==> config.mk <==
export PLATFORM = sky130hd
export DESIGN_NAME = quiz_round_controller
export DESIGN_NICKNAME = d
export VERILOG_FILES = /design/src/rtl/quiz_round_controller.sv
export SDC_FILE = /design/constraint.sdc
export NUM_CORES = 1
export LEC_CHECK = 0
export CORE_AREA = 2 2 67 69
export DETAILED_ROUTE_END_ITERATION = 8
export DIE_AREA = 0 0 69 71
export DONT_BUFFER_PORTS = 1
export HOLD_SLACK_MARGIN = 0.02
export PLACE_DENSITY = 0.71
export RECOVER_POWER = 25
export SYNTH_ARGS = -nofsm -noshare
export SYNTH_HDL_FRONTEND = slang
export SYNTH_SLANG_ARGS = --single-unit
==> constraint.sdc <==
create_clock -name clk -period 3.59 [get_ports clk]
set_clock_uncertainty 0.15 [all_clocks]
set_input_delay 1.077 -clock clk [delete_from_list [all_inputs] [get_ports clk]]
set_output_delay 1.077 -clock clk [all_outputs]
set_load 0.05 [all_outputs]
==> src/rtl/quiz_round_controller.sv <==
`default_nettype none
// ============================================================================
// quiz_round_controller : three-group buzzer arbiter, answer timer and scorer
// Revision 1.0 - initial release
// ============================================================================
module quiz_round_controller #(
  parameter int WINDOW  = 50,
  parameter int ANS_CYC = 30,
  parameter int SCORE_W = 4
) (
  input  logic               clk,
  input  logic               X5,
  input  logic               X0,
  input  logic               X1,
  input  logic               X2,
  input  logic               X3,
  input  logic               X4,
  input  logic               start,
  input  logic               judge_ok,
  input  logic               judge_bad,
  output logic               Y0,
  output logic               Y1,
  output logic               Y2,
  output logic               armed,
  output logic [2:0]         lock,
  output logic [SCORE_W-1:0] score0,
  output logic [SCORE_W-1:0] score1,
  output logic [SCORE_W-1:0] score2,
  output logic               round_done,
  output logic               timeout
);

  localparam int c_CNT_MAX = (WINDOW > ANS_CYC) ? WINDOW : ANS_CYC;
  localparam int c_CNT_W   = (c_CNT_MAX > 2) ? $clog2(c_CNT_MAX) : 1;
  localparam logic [c_CNT_W-1:0] c_WIN_LOAD  = c_CNT_W'(WINDOW - 1);
  localparam logic [c_CNT_W-1:0] c_ANS_LOAD  = c_CNT_W'(ANS_CYC - 1);
  localparam logic [c_CNT_W-1:0] c_CNT_ONE   = c_CNT_W'(1);
  localparam logic [SCORE_W-1:0] c_SCORE_MAX = '1;
  localparam logic [SCORE_W-1:0] c_SCORE_ONE = SCORE_W'(1);

  typedef enum logic [1:0] {
    S_IDLE   = 2'd0,
    S_ARMED  = 2'd1,
    S_ANSWER = 2'd2
  } state_t;

  state_t               state_q, state_d;
  logic [c_CNT_W-1:0]   cnt_q, cnt_d;
  logic [2:0]           lock_q, lock_d;
  logic [1:0]           rr_ptr_q, rr_ptr_d;
  logic [1:0]           win_q, win_d;
  logic [SCORE_W-1:0]   score_q [3];
  logic [SCORE_W-1:0]   score_d [3];
  logic [2:0]           lamp_q, lamp_d;
  logic                 armed_q, armed_d;
  logic                 round_done_q, round_done_d;
  logic                 timeout_q, timeout_d;

  logic [2:0]           w_req;
  logic [2:0]           w_elig;
  logic [1:0]           w_pick0, w_pick1, w_pick2;
  logic                 w_grant_vld;
  logic [1:0]           w_grant_idx;
  logic [2:0]           w_win_mask;
  logic [2:0]           w_lock_fail;

  function automatic logic [1:0] next_idx(input logic [1:0] idx);
    return (idx == 2'd2) ? 2'd0 : idx + 2'd1;
  endfunction

  assign w_req       = {X3 & X4, X2, X0 | X1};
  assign w_elig      = w_req & ~lock_q;
  assign w_win_mask  = 3'b001 << win_q;
  assign w_lock_fail = lock_q | w_win_mask;

  // Round-robin search order starts at rr_ptr and wraps modulo 3.
  assign w_pick0 = rr_ptr_q;
  assign w_pick1 = next_idx(w_pick0);
  assign w_pick2 = next_idx(w_pick1);

  always_comb begin
    w_grant_vld = 1'b1;
    w_grant_idx = w_pick0;
    if (w_elig[w_pick0]) begin
      w_grant_idx = w_pick0;
    end else if (w_elig[w_pick1]) begin
      w_grant_idx = w_pick1;
    end else if (w_elig[w_pick2]) begin
      w_grant_idx = w_pick2;
    end else begin
      w_grant_vld = 1'b0;
    end
  end

  always_comb begin
    state_d      = state_q;
    cnt_d        = cnt_q;
    lock_d       = lock_q;
    rr_ptr_d     = rr_ptr_q;
    win_d        = win_q;
    score_d      = score_q;
    round_done_d = 1'b0;
    timeout_d    = 1'b0;

    case (state_q)
      S_IDLE: begin
        // False starts are recorded even on the cycle start is taken.
        lock_d = lock_q | w_req;
        if (start) begin
          state_d = S_ARMED;
          cnt_d   = c_WIN_LOAD;
        end
      end

      S_ARMED: begin
        if (w_grant_vld) begin
          win_d    = w_grant_idx;
          rr_ptr_d = next_idx(w_grant_idx);
          cnt_d    = c_ANS_LOAD;
          state_d  = S_ANSWER;
        end else if (cnt_q == '0) begin
          state_d      = S_IDLE;
          lock_d       = '0;
          round_done_d = 1'b1;
          timeout_d    = 1'b1;
        end else begin
          cnt_d = cnt_q - c_CNT_ONE;
        end
      end

      S_ANSWER: begin
        if (judge_ok) begin
          if (score_q[win_q] != c_SCORE_MAX) begin
            score_d[win_q] = score_q[win_q] + c_SCORE_ONE;
          end
          state_d      = S_IDLE;
          lock_d       = '0;
          round_done_d = 1'b1;
        end else if (judge_bad || (cnt_q == '0)) begin
          if (w_lock_fail == 3'b111) begin
            state_d      = S_IDLE;
            lock_d       = '0;
            round_done_d = 1'b1;
            timeout_d    = 1'b1;
          end else begin
            lock_d  = w_lock_fail;
            state_d = S_ARMED;
            cnt_d   = c_WIN_LOAD;
          end
        end else begin
          cnt_d = cnt_q - c_CNT_ONE;
        end
      end

      default: begin
        state_d = S_IDLE;
      end
    endcase

    // Lamp and armed are registered images of the next state.
    lamp_d  = (state_d == S_ANSWER) ? (3'b001 << win_d) : 3'b000;
    armed_d = (state_d == S_ARMED);
  end

  always_ff @(posedge clk) begin
    if (X5) begin
      state_q      <= S_IDLE;
      cnt_q        <= '0;
      lock_q       <= '0;
      rr_ptr_q     <= '0;
      win_q        <= '0;
      score_q      <= '{default: '0};
      lamp_q       <= '0;
      armed_q      <= 1'b0;
      round_done_q <= 1'b0;
      timeout_q    <= 1'b0;
    end else begin
      state_q      <= state_d;
      cnt_q        <= cnt_d;
      lock_q       <= lock_d;
      rr_ptr_q     <= rr_ptr_d;
      win_q        <= win_d;
      score_q      <= score_d;
      lamp_q       <= lamp_d;
      armed_q      <= armed_d;
      round_done_q <= round_done_d;
      timeout_q    <= timeout_d;
    end
  end

  assign Y0         = lamp_q[0];
  assign Y1         = lamp_q[1];
  assign Y2         = lamp_q[2];
  assign armed      = armed_q;
  assign lock       = lock_q;
  assign score0     = score_q[0];
  assign score1     = score_q[1];
  assign score2     = score_q[2];
  assign round_done = round_done_q;
  assign timeout    = timeout_q;

endmodule
`default_nettype wire

==> results.cfg <==
[placed_design]
dp_slack_ns = 0.818
post_dp_cell_area_mm2 = 0.00205
place_congestion = 0.876
hpwlAfterDp_um = 3410
port_buffers = 0

[global_route]
grt.met2_usage_pct = 29.1
antenna_found_initial = 0
grt_pass1_vias = 1583
grtUsageTotal_pct = 19.4
grtUsageMet1_pct = 26.2
use_met3_pct = 5.70
grt.overflow.total = 0
gr-max-usage-layer = met2
grt_max_degree = 33
grt_pass1_wl_um = 7630

[timing]
clock.fmax_ghz = 0.376
setup_viol = 0
final.min_clock_period_ns = 2.66
post-route-period-util_pct = 74.1
tightest_slew_ns = 0.740
rsz0062_at_grt = false
setup_tns_ns = 0
maxSlewViolCount = 0
relSlewSlack_pct = 50.6
setup_slack_ns = 0.931
hold_viol_final = 0

[yosys]
syn_area_per_cell_um2 = 8.63
syn_nets = 251
synth_ff_type = dfxtp_1
yosys_register_bits = 33
synth_area_mm2 = 0.00203
ys_seq_area_share_pct = 32.6
synthArstFlopShare_pct = 0
syn_inst = 235
ys_types = 60
synth_edf_count = 0
yosysWarnings = 0

[drt]
first_pass_iters = 4
wl_um = 4720
viasPerCell = 6.13
drc = 0
drt_iter0_drc = 192
vias = 1754
wl_per_cell_um = 16.5
ant_nets = 0

[setup_path]
rr_endpoint = score1[3]$_SDFFE_PP0P_
crit_slowest_cell = dfxtp_1
cp-end-kind = flop
reg2reg_depth = 7
start_kind = flop
reg2reg_slack_ns = 0.93
worstSetupPathType = reg -> reg
r2r_start = win_q[0]$_SDFF_PP0_
slowest_delay_ns = 0.64
crit_chain = nor2b_1 > a21oi_1 > inv_1 > ha_1 > a31oi_1 > nor3b_1 > a31o_2
worstPathArrival_ns = 2.70
cp_max_fo = 10
required_ns = 3.63

[clock_tree]
clock-root-buffer = clkbuf_8
h-tree-depth = 2
clkSinkCount = 33
cts_buffer_depth = 2
cts_hold_buf = 0
cts-buffers-inserted = 5
clock_latency_ns = 0.29
post_cts_buffers = 0
ctsResizeCount = 0
clkTransAtPathRegs_ns = 0.08
cts_tree = done

[floorplan]
ios = 31
die_h_um = 71
die_w_um = 69
core_area_mm2 = 0.00420
row_count = 24
die_area_mm2 = 0.00490
start_util_pct = 48.2

[worst_hold_path]
hold_class = reg -> reg
min_from = cnt_q[3]$_SDFFE_PP0P_
min_to = cnt_q[3]$_SDFFE_PP0P_
min_path_cells = 2

[finish]
fillers = 405
n_antenna_cell = 0
syn2layout_area_growth_pct = 6.48
design_area_mm2 = 0.00216
num-nets-final = 249
layout_commonest_cell = dfxtp_1
drive_gt1_share_pct = 10.7
layout.cells.most_common_list = dfxtp_1, nor2_1, a21oi_1

[status]
status = completed

[pwr]
ir_worst_vdd_mv = 0.223
finalPower_w = 0.00130
pwr_density_cell_mw_per_mm2 = 602
p_leak_nw = 0.745

[run]
maxCapViolCount = 0
==> per-stage QoR <==
step           hold WS, ns  std cells  utilization, %
2_1_floorplan        0.338        235               -
3_3_place_gp         0.346        278            48.7
3_5_place_dp         0.353        278            48.7
4_1_cts              0.365        286            51.4
5_1_grt              0.392        286            51.4
6_report             0.367        286            51.4
==> worst max path at each step <==
stage | startpoint | to | slack, ns | depth (start not counted)
2_1_floorplan | X3 | cnt_q[5]$_SDFFE_PP0P_ | 1.08 | 5
3_3_place_gp | X3 | lamp_q[1]$_SDFF_PP0_ | 0.80 | 5
3_5_place_dp | X3 | lamp_q[1]$_SDFF_PP0_ | 0.82 | 5
4_1_cts | win_q[0]$_SDFF_PP0_ | score1[3]$_SDFFE_PP0P_ | 0.96 | 7
5_1_grt | win_q[0]$_SDFF_PP0_ | score0[3]$_SDFFE_PP0P_ | 0.74 | 7
6_report | win_q[0]$_SDFF_PP0_ | score1[3]$_SDFFE_PP0P_ | 0.93 | 7
==> Yosys cell counts, drive strengths merged (4+ instances only) <==
cell type	n	area share [%]
a31oi	5	1.9
nor3	4	0.99
o21ai	11	2.7
dfxtp	33	33
a31o	5	2.2
nand3	9	2.2
nor2	23	4.3
a21oi	19	4.7
nand2	12	2.2
nor2b	6	2.0
nand2b	5	1.5
ha	6	3.7
mux2i	12	5.9
buf	4	1.4
inv	13	2.4
clkbuf	5	0.93
nor3b	7	3.1
==> report_power, final <==
| group | switching (W) | total (W) | internal [W] |
|---|---|---|---|
| sequential | 0.000117 | 0.000524 | 0.000408 |
| clock | 0.000152 | 0.000359 | 0.000208 |
| combinational | 0.000244 | 0.000415 | 0.000171 |
| total | 0.000513 | 0.00130 | 0.000786 |
==> final cells by class <==
cell class / instances / area, um2 / area share (%)
clock buffers: 5 / 68.8 / 3.19
clock inverters: 3 / 46.3 / 2.14
inverters: 13 / 48.8 / 2.26
multi-input cells: 180 / 1270 / 58.8
flip-flops and latches: 33 / 661 / 30.6
well taps: 52 / 65.1 / 3.01
==> sequential cells by signal (all words and copies together) (netlist names) <==
| signal | flops |
|---|---|
| cnt_q | 6 |
| score0 | 4 |
| score1 | 4 |
| score2 | 4 |
| lamp_q | 3 |
| lock | 3 |
| rr_ptr_q | 2 |
| state_q | 2 |
| win_q | 2 |
| armed | 1 |
| round_done | 1 |
| timeout | 1 |
==> kinds of logic (layout without fill, tap and decap cells) <==
logic type	Yosys count	after routing	share of synthesized area (%)
AO/OA/AOI/OAI	76	76	29.1
XOR/XNOR	4	4	1.73
adder cells (fa/ha/maj)	6	6	3.70
buffers and inverters	22	21	4.69
flip-flops	33	33	32.6
multiplexers	12	12	5.92
AND/OR/NAND/NOR	82	82	22.3
==> routing by layer <==
layer / share of wire (%) / up-vias
met3: 5.0 / 8
met2: 44 / 46
met1: 49 / 826
li1: - / 874
met5: 0 / -
met4: 1.4 / 0
==> worst max-delay path, delay by kind of cell (launching register included) <==
family,cells,cell delay [ns]
buffers and inverters,1,0.09
DFF,1,0.64
and+or+nand+nor,2,0.37
AOI/OAI and AO/OA,3,1.03
adders and majority gates,1,0.28
No activity file was read; power rests on OpenSTA's default activity.
